<file path="src/rtl/mem_port_arbiter_if.sv">
// Request/response bundle between the fetch/MEM stages, the arbiter and the
// single-ported unified memory.
interface mem_port_arbiter_if #(
    parameter int ADDR_WIDTH = 32,
    parameter int DATA_WIDTH = 32
);
    logic                  if_req;
    logic [ADDR_WIDTH-1:0] if_addr;
    logic [DATA_WIDTH-1:0] if_rdata;
    logic                  if_done;
    logic                  if_stall;
    logic                  d_req;
    logic                  d_we;
    logic [ADDR_WIDTH-1:0] d_addr;
    logic [DATA_WIDTH-1:0] d_wdata;
    logic [DATA_WIDTH-1:0] d_rdata;
    logic                  d_done;
    logic                  d_err;
    logic                  d_stall;
    logic                  mem_en;
    logic                  mem_we;
    logic [ADDR_WIDTH-1:0] mem_addr;
    logic [DATA_WIDTH-1:0] mem_wdata;
    logic [DATA_WIDTH-1:0] mem_rdata;

    modport slave (
        input  if_req, if_addr, d_req, d_we, d_addr, d_wdata, mem_rdata,
        output if_rdata, if_done, if_stall, d_rdata, d_done, d_err, d_stall,
        output mem_en, mem_we, mem_addr, mem_wdata
    );

    modport master (
        output if_req, if_addr, d_req, d_we, d_addr, d_wdata, mem_rdata,
        input  if_rdata, if_done, if_stall, d_rdata, d_done, d_err, d_stall,
        input  mem_en, mem_we, mem_addr, mem_wdata
    );
endinterface

</file>
<file path="src/rtl/mem_port_arbiter.sv">
// Serialises fetch and MEM-stage accesses onto one synchronous memory port;
// data wins unless fetch has been deferred STARVE_LIMIT grants in a row.
module mem_port_arbiter #(
    parameter int ADDR_WIDTH   = 32,
    parameter int DATA_WIDTH   = 32,
    parameter int READ_LATENCY = 1,
    parameter int STARVE_LIMIT = 4
) (
    input logic               clk,
    input logic               reset,
    mem_port_arbiter_if.slave bus
);
    localparam int SW = (STARVE_LIMIT > 0) ? $clog2(STARVE_LIMIT + 1) : 1;
    localparam logic [SW-1:0] STARVE_MAX = SW'(STARVE_LIMIT);
    localparam bit GUARD_ON = (STARVE_LIMIT != 0);
    localparam logic [2:0] LAT = 3'(READ_LATENCY);

    typedef enum logic [1:0] {IDLE, ISSUE, WAIT, RESP} state_e;

    state_e                state_q, state_d;
    logic                  owner_q, owner_d;
    logic                  we_q, we_d;
    logic [SW-1:0]         starve_q, starve_d;
    logic [2:0]            lat_q, lat_d;
    logic                  mem_en_q, mem_en_d;
    logic                  mem_we_q, mem_we_d;
    logic [ADDR_WIDTH-1:0] mem_addr_q, mem_addr_d;
    logic [DATA_WIDTH-1:0] mem_wdata_q, mem_wdata_d;
    logic [DATA_WIDTH-1:0] if_rdata_q, if_rdata_d;
    logic [DATA_WIDTH-1:0] d_rdata_q, d_rdata_d;
    logic                  if_done_q, if_done_d;
    logic                  d_done_q, d_done_d;
    logic                  d_err_q, d_err_d;
    logic                  force_if;

    always_comb begin
        state_d     = state_q;
        owner_d     = owner_q;
        we_d        = we_q;
        starve_d    = starve_q;
        lat_d       = lat_q;
        mem_en_d    = 1'b0;
        mem_we_d    = 1'b0;
        mem_addr_d  = mem_addr_q;
        mem_wdata_d = mem_wdata_q;
        if_rdata_d  = if_rdata_q;
        d_rdata_d   = d_rdata_q;
        if_done_d   = 1'b0;
        d_done_d    = 1'b0;
        d_err_d     = 1'b0;
        force_if    = GUARD_ON && bus.if_req && (starve_q == STARVE_MAX);
        unique case (state_q)
            IDLE: begin
                if (bus.d_req && !force_if) begin
                    owner_d = 1'b1;
                    we_d    = bus.d_we;
                    if (!bus.if_req) begin
                        starve_d = '0;
                    end else if (starve_q != STARVE_MAX) begin
                        starve_d = starve_q + SW'(1);
                    end
                    // Misaligned data never reaches the memory
                    if (bus.d_addr[1:0] != 2'b00) begin
                        state_d  = RESP;
                        d_done_d = 1'b1;
                        d_err_d  = 1'b1;
                    end else begin
                        state_d     = ISSUE;
                        mem_en_d    = 1'b1;
                        mem_we_d    = bus.d_we;
                        mem_addr_d  = bus.d_addr;
                        mem_wdata_d = bus.d_wdata;
                    end
                end else if (bus.if_req) begin
                    owner_d    = 1'b0;
                    we_d       = 1'b0;
                    starve_d   = '0;
                    state_d    = ISSUE;
                    mem_en_d   = 1'b1;
                    mem_addr_d = bus.if_addr;
                end else begin
                    starve_d = '0;
                end
            end
            ISSUE: begin
                if (we_q) begin
                    state_d  = RESP;
                    d_done_d = 1'b1;
                end else begin
                    state_d = WAIT;
                    lat_d   = LAT;
                end
            end
            WAIT: begin
                if (lat_q == 3'd1) begin
                    state_d = RESP;
                    if (owner_q) begin
                        d_rdata_d = bus.mem_rdata;
                        d_done_d  = 1'b1;
                    end else begin
                        if_rdata_d = bus.mem_rdata;
                        if_done_d  = 1'b1;
                    end
                end else begin
                    lat_d = lat_q - 3'd1;
                end
            end
            RESP: state_d = IDLE;
            default: state_d = IDLE;
        endcase
    end

    always_ff @(posedge clk or negedge reset) begin
        if (!reset) begin
            state_q     <= IDLE;
            owner_q     <= 1'b0;
            we_q        <= 1'b0;
            starve_q    <= '0;
            lat_q       <= '0;
            mem_en_q    <= 1'b0;
            mem_we_q    <= 1'b0;
            mem_addr_q  <= '0;
            mem_wdata_q <= '0;
            if_rdata_q  <= '0;
            d_rdata_q   <= '0;
            if_done_q   <= 1'b0;
            d_done_q    <= 1'b0;
            d_err_q     <= 1'b0;
        end else begin
            state_q     <= state_d;
            owner_q     <= owner_d;
            we_q        <= we_d;
            starve_q    <= starve_d;
            lat_q       <= lat_d;
            mem_en_q    <= mem_en_d;
            mem_we_q    <= mem_we_d;
            mem_addr_q  <= mem_addr_d;
            mem_wdata_q <= mem_wdata_d;
            if_rdata_q  <= if_rdata_d;
            d_rdata_q   <= d_rdata_d;
            if_done_q   <= if_done_d;
            d_done_q    <= d_done_d;
            d_err_q     <= d_err_d;
        end
    end

    assign bus.mem_en    = mem_en_q;
    assign bus.mem_we    = mem_we_q;
    assign bus.mem_addr  = mem_addr_q;
    assign bus.mem_wdata = mem_wdata_q;
    assign bus.if_rdata  = if_rdata_q;
    assign bus.if_done   = if_done_q;
    assign bus.d_rdata   = d_rdata_q;
    assign bus.d_done    = d_done_q;
    assign bus.d_err     = d_err_q;
    assign bus.if_stall  = bus.if_req & ~if_done_q;
    assign bus.d_stall   = bus.d_req & ~d_done_q;
endmodule

</file>
<file path="src/flat_wrapper.sv">
// flat-port wrapper written by rule: the top's interface ports become plain ports
module mem_port_arbiter_flat 
#(
    parameter int ADDR_WIDTH   = 32,
    parameter int DATA_WIDTH   = 32,
    parameter int READ_LATENCY = 1,
    parameter int STARVE_LIMIT = 4
)
  (clk, reset, bus_if_req, bus_if_addr, bus_d_req, bus_d_we, bus_d_addr, bus_d_wdata, bus_mem_rdata, bus_if_rdata, bus_if_done, bus_if_stall, bus_d_rdata, bus_d_done, bus_d_err, bus_d_stall, bus_mem_en, bus_mem_we, bus_mem_addr, bus_mem_wdata);
  mem_port_arbiter_if #(.ADDR_WIDTH(ADDR_WIDTH), .DATA_WIDTH(DATA_WIDTH)) bus_i ();
  input logic clk;
  input logic reset;
  input wire logic [$bits(bus_i.if_req)-1:0] bus_if_req;
  input wire logic [$bits(bus_i.if_addr)-1:0] bus_if_addr;
  input wire logic [$bits(bus_i.d_req)-1:0] bus_d_req;
  input wire logic [$bits(bus_i.d_we)-1:0] bus_d_we;
  input wire logic [$bits(bus_i.d_addr)-1:0] bus_d_addr;
  input wire logic [$bits(bus_i.d_wdata)-1:0] bus_d_wdata;
  input wire logic [$bits(bus_i.mem_rdata)-1:0] bus_mem_rdata;
  output wire logic [$bits(bus_i.if_rdata)-1:0] bus_if_rdata;
  output wire logic [$bits(bus_i.if_done)-1:0] bus_if_done;
  output wire logic [$bits(bus_i.if_stall)-1:0] bus_if_stall;
  output wire logic [$bits(bus_i.d_rdata)-1:0] bus_d_rdata;
  output wire logic [$bits(bus_i.d_done)-1:0] bus_d_done;
  output wire logic [$bits(bus_i.d_err)-1:0] bus_d_err;
  output wire logic [$bits(bus_i.d_stall)-1:0] bus_d_stall;
  output wire logic [$bits(bus_i.mem_en)-1:0] bus_mem_en;
  output wire logic [$bits(bus_i.mem_we)-1:0] bus_mem_we;
  output wire logic [$bits(bus_i.mem_addr)-1:0] bus_mem_addr;
  output wire logic [$bits(bus_i.mem_wdata)-1:0] bus_mem_wdata;
  assign bus_i.if_req = bus_if_req;
  assign bus_i.if_addr = bus_if_addr;
  assign bus_i.d_req = bus_d_req;
  assign bus_i.d_we = bus_d_we;
  assign bus_i.d_addr = bus_d_addr;
  assign bus_i.d_wdata = bus_d_wdata;
  assign bus_i.mem_rdata = bus_mem_rdata;
  assign bus_if_rdata = bus_i.if_rdata;
  assign bus_if_done = bus_i.if_done;
  assign bus_if_stall = bus_i.if_stall;
  assign bus_d_rdata = bus_i.d_rdata;
  assign bus_d_done = bus_i.d_done;
  assign bus_d_err = bus_i.d_err;
  assign bus_d_stall = bus_i.d_stall;
  assign bus_mem_en = bus_i.mem_en;
  assign bus_mem_we = bus_i.mem_we;
  assign bus_mem_addr = bus_i.mem_addr;
  assign bus_mem_wdata = bus_i.mem_wdata;
  mem_port_arbiter #(.ADDR_WIDTH(ADDR_WIDTH), .DATA_WIDTH(DATA_WIDTH), .READ_LATENCY(READ_LATENCY), .STARVE_LIMIT(STARVE_LIMIT)) u_core (.clk(clk), .reset(reset), .bus(bus_i));
endmodule
</file>
<file path="config.mk">
export PLATFORM = sky130hd
export DESIGN_NAME = mem_port_arbiter_flat
export DESIGN_NICKNAME = d
export VERILOG_FILES = /design/src/rtl/mem_port_arbiter_if.sv /design/src/rtl/mem_port_arbiter.sv /design/src/flat_wrapper.sv
export SDC_FILE = /design/constraint.sdc
export NUM_CORES = 1
export LEC_CHECK = 0
export ABC_AREA = 1
export CAP_MARGIN = 20
export CORE_ASPECT_RATIO = 1.75
export CORE_MARGIN = 4
export CORE_UTILIZATION = 47
export CTS_BUF_LIST = sky130_fd_sc_hd__clkbuf_8
export DETAILED_ROUTE_END_ITERATION = 8
export HOLD_SLACK_MARGIN = 0.12
export PLACE_DENSITY = 0.88
export SYNTH_ARGS = -nofsm -noshare
export SYNTH_HDL_FRONTEND = slang
export SYNTH_SLANG_ARGS = --single-unit
</file>
<file path="constraint.sdc">
create_clock -name clk -period 2.2 [get_ports clk]
set_input_delay 0.22 -clock clk [delete_from_list [all_inputs] [get_ports clk]]
set_output_delay 0.22 -clock clk [all_outputs]
set_load 0.01 [all_outputs]
</file>
==> flow_summary_export.csv <==
group,metric,value,unit
sta,fmaxAchievable,0.522,GHz
grt,grt_max_degree,61,
sta,worstMarginPinSlew,0.587,ns
yosys,ys_warn_count,0,
drt,drtIter0Drc,260,
yosys,synth.area.top_cells,"dfrtp_1 (59%), nand2_1 (20%), o21ai_0 (7.6%)",
grt,grt_pass1_vias,6031,
drt,dr_wl_met2,10200,um
grt,overflow,0,
final_layout,fin_cells,1165,
yosys,avgSynthCellArea,8.43,sq um
final_layout,syn2layout_area_growth,54.0,%
worst_setup_path,path_max_fanout,33,
drt,met3WireLength,1060,um
grt,grt_pass1_wl,29300,um
worst_setup_path,critical_path_class,"register to register",
pwr,p_leak,4.62,nW
place,gp_congestion,0.862,
cts,htreeDepth,4,
floorplan,top_level_ports,268,
drt,drt-total-wl,18800,um
cts,clock_latency,0.44,ns
sta,hold_viol,0,
floorplan,die_w,94.1,um
drt,routedWlPerCell,16.1,um
final_layout,layout_common_cells,"nand2_1 (325), clkdlybuf4s50_1 (266), dfrtp_1 (143), o21ai_0 (93), inv_1 (49)",
cts,post-cts-setup-buffers,0,
sta,relSlewSlack,60.9,%
cts,cts_buffers,17,
cts,cts_hold_buffers,1,
yosys,synth_area_leader_cell,"dfrtp_1",
worst_setup_path,r2r_slack,0.28,ns
sta,rsz0062_at_grt,"false",
cts,cts_buffer_depth,2,
final_layout,nets,1128,
final_layout,drive_above_1_share,5.42,%
yosys,syn_nets,865,
sta,fin_setup_tns,0,ns
run_status,status,"finished clean",
cts,clkTransAtPathRegs,0.08,ns
floorplan,design.die.area,14900,sq um
pwr,ir_drop,840,uV
yosys,synthesis.area,6100,sq um
floorplan,start_util,48.5,%
yosys,synth_cell_types,24,
worst_setup_path,cp.arrival,2.29,ns
sta,final-setup-viol-count,0,
final_layout,antennaDiodeCount,0,
drt,vias,5771,
grt,grt_usage,25.4,%
cts,cts_tree,"built",
drt,first_pass_iters,4,
worst_hold_path,min_path_type,"primary input to register",
sta,finClkSkew,0.0198,ns
drt,wl_met1,6510,um
place,placed_cells,1134,
sta,min_period,1.92,ns
floorplan,fp.coreArea,12600,sq um
cts,root_buffer,"clkbuf_8",
yosys,syn_inst,723,
floorplan,die_h,159,um
sta,period_share,87.1,%
worst_setup_path,startpoint_type,"register",
pwr,cellPowerDensity,1320,nW/um^2
worst_setup_path,worstPathRequired,2.57,ns
job,drv_cap,0,
drt,postRouteAntennaNets,0,
cts,cts_resized,0,
drt,top_layer_used,"met4",
drt,drt_drc_violations_left,0,
yosys,ys_seq_area_share,58.7,%
drt,vias_per_cell,4.95,
worst_setup_path,cp-end-kind,"register",
final_layout,layout_commonest_cell,"nand2_1",
floorplan,rows,54,
place,place_hpwl,14000,um
place,io_buffers,267,
cts,clock_sinks,143,
yosys,synth_top_area_share,58.7,%
grt,antenna_found_initial,0,
yosys,ys_seq_elements,143,
sta,slew_viol_final,0,
[cell usage after synthesis]
cell type,number
clkbuf_2,2
ha_1,9
buf_1,1
buf_2,10
o31ai_1,1
o21ai_1,1
nand3_1,38
buf_6,3
nand2_2,2
inv_1,49
nor3b_1,1
clkbuf_1,19
inv_2,2
nor2_1,6
o21ai_0,93
dfrtp_1,143
nor2_2,1
or2_2,1
nand2_1,326
o211ai_1,1
nand4_1,4
buf_4,3
a21oi_1,5
nand3_2,2
[worst paths after layout]
path / endpoint / from / cells past startpoint
setup reg to reg: u_core.bus.mem_addr[9]$_DFFE_PN0P_ / u_core.state_q[0]$_DFFE_PN0P_ / 8
hold / removal: u_core.bus.mem_wdata[24]$_DFFE_PN0P_ / bus_d_wdata[24] / 3
max in group asynchronous: u_core.bus.mem_addr[25]$_DFFE_PN0P_ / reset / 3
min in group asynchronous: u_core.bus.mem_addr[10]$_DFFE_PN0P_ / reset / 2
setup / recovery: u_core.bus.mem_addr[9]$_DFFE_PN0P_ / u_core.state_q[0]$_DFFE_PN0P_ / 8
hold reg to reg: u_core.bus.mem_addr[2]$_DFFE_PN0P_ / u_core.bus.mem_addr[2]$_DFFE_PN0P_ / 2
[cell families after synthesis]
| family | synth area share (%) |
|---|---|
| buf+inv | 6.28 |
| flops | 58.7 |
| simple gates | 24.8 |
| fa+ha+maj | 1.85 |
| compound gates | 8.37 |
[critical path, cell delays in order (launching register included)]
cell     delay [ns]
dfrtp_1        0.43
inv_1          0.14
ha_1           0.31
inv_2          0.06
nor2_1         0.18
nand2_2        0.09
inv_2          0.42
nand2_1        0.14
nand2_1        0.10
[layout make-up]
class	count	area [sq um]
Fill cell	926	3170
Tap cell	168	210
Multi-Input combinational cell	491	2140
Clock inverter	13	213
Inverter	51	191
Clock buffer	17	234
Timing Repair Buffer	282	2830
Sequential cell	143	3580
[sequential cells by signal (all words and copies together), names as in the netlist]
| register | cells |
|---|---|
| u_core.bus.d_done | 1 |
| u_core.bus.d_err | 1 |
| u_core.bus.d_rdata | 32 |
| u_core.bus.if_done | 1 |
| u_core.bus.if_rdata | 32 |
| u_core.bus.mem_addr | 32 |
| u_core.bus.mem_en | 1 |
| u_core.bus.mem_wdata | 32 |
| u_core.bus.mem_we | 1 |
| u_core.lat_q | 3 |
| u_core.owner_q | 1 |
| u_core.starve_q | 3 |
| u_core.state_q | 2 |
| u_core.we_q | 1 |
[where the power goes]
group	switching [mW]	total [mW]	leakage [nW]	internal, mW
registers	0.656	4.49	1.79	3.84
clock network	1.03	2.37	0.215	1.35
logic	2.65	5.50	2.62	2.85
[stage by stage]
| stage | cell area (sq um) | setup slack [ns] | hold slack (ns) | power [mW] | util, % |
|---|---|---|---|---|---|
| after floorplan | 6100 | 0.737 | -0.0756 | 6.75 | - |
| after global placement | 8940 | 0.384 | 0.246 | 9.87 | 71.1 |
| after detailed placement | 8940 | 0.273 | 0.246 | 10.1 | 71.1 |
| after CTS | 9390 | 0.294 | 0.284 | 12.5 | 74.7 |
| after global routing | 9390 | 0.106 | 0.292 | 13.2 | 74.7 |
| final | 9390 | 0.283 | 0.317 | 12.4 | 74.7 |
[layer usage]
metal / up-vias / track usage, %
met3: 68 / 6.05
met4: 0 / 15.2
met2: 207 / 46.0
met5: - / 0
met1: 2716 / 26.1
li1: 2780 / -
(Power assumes the default switching activity.)
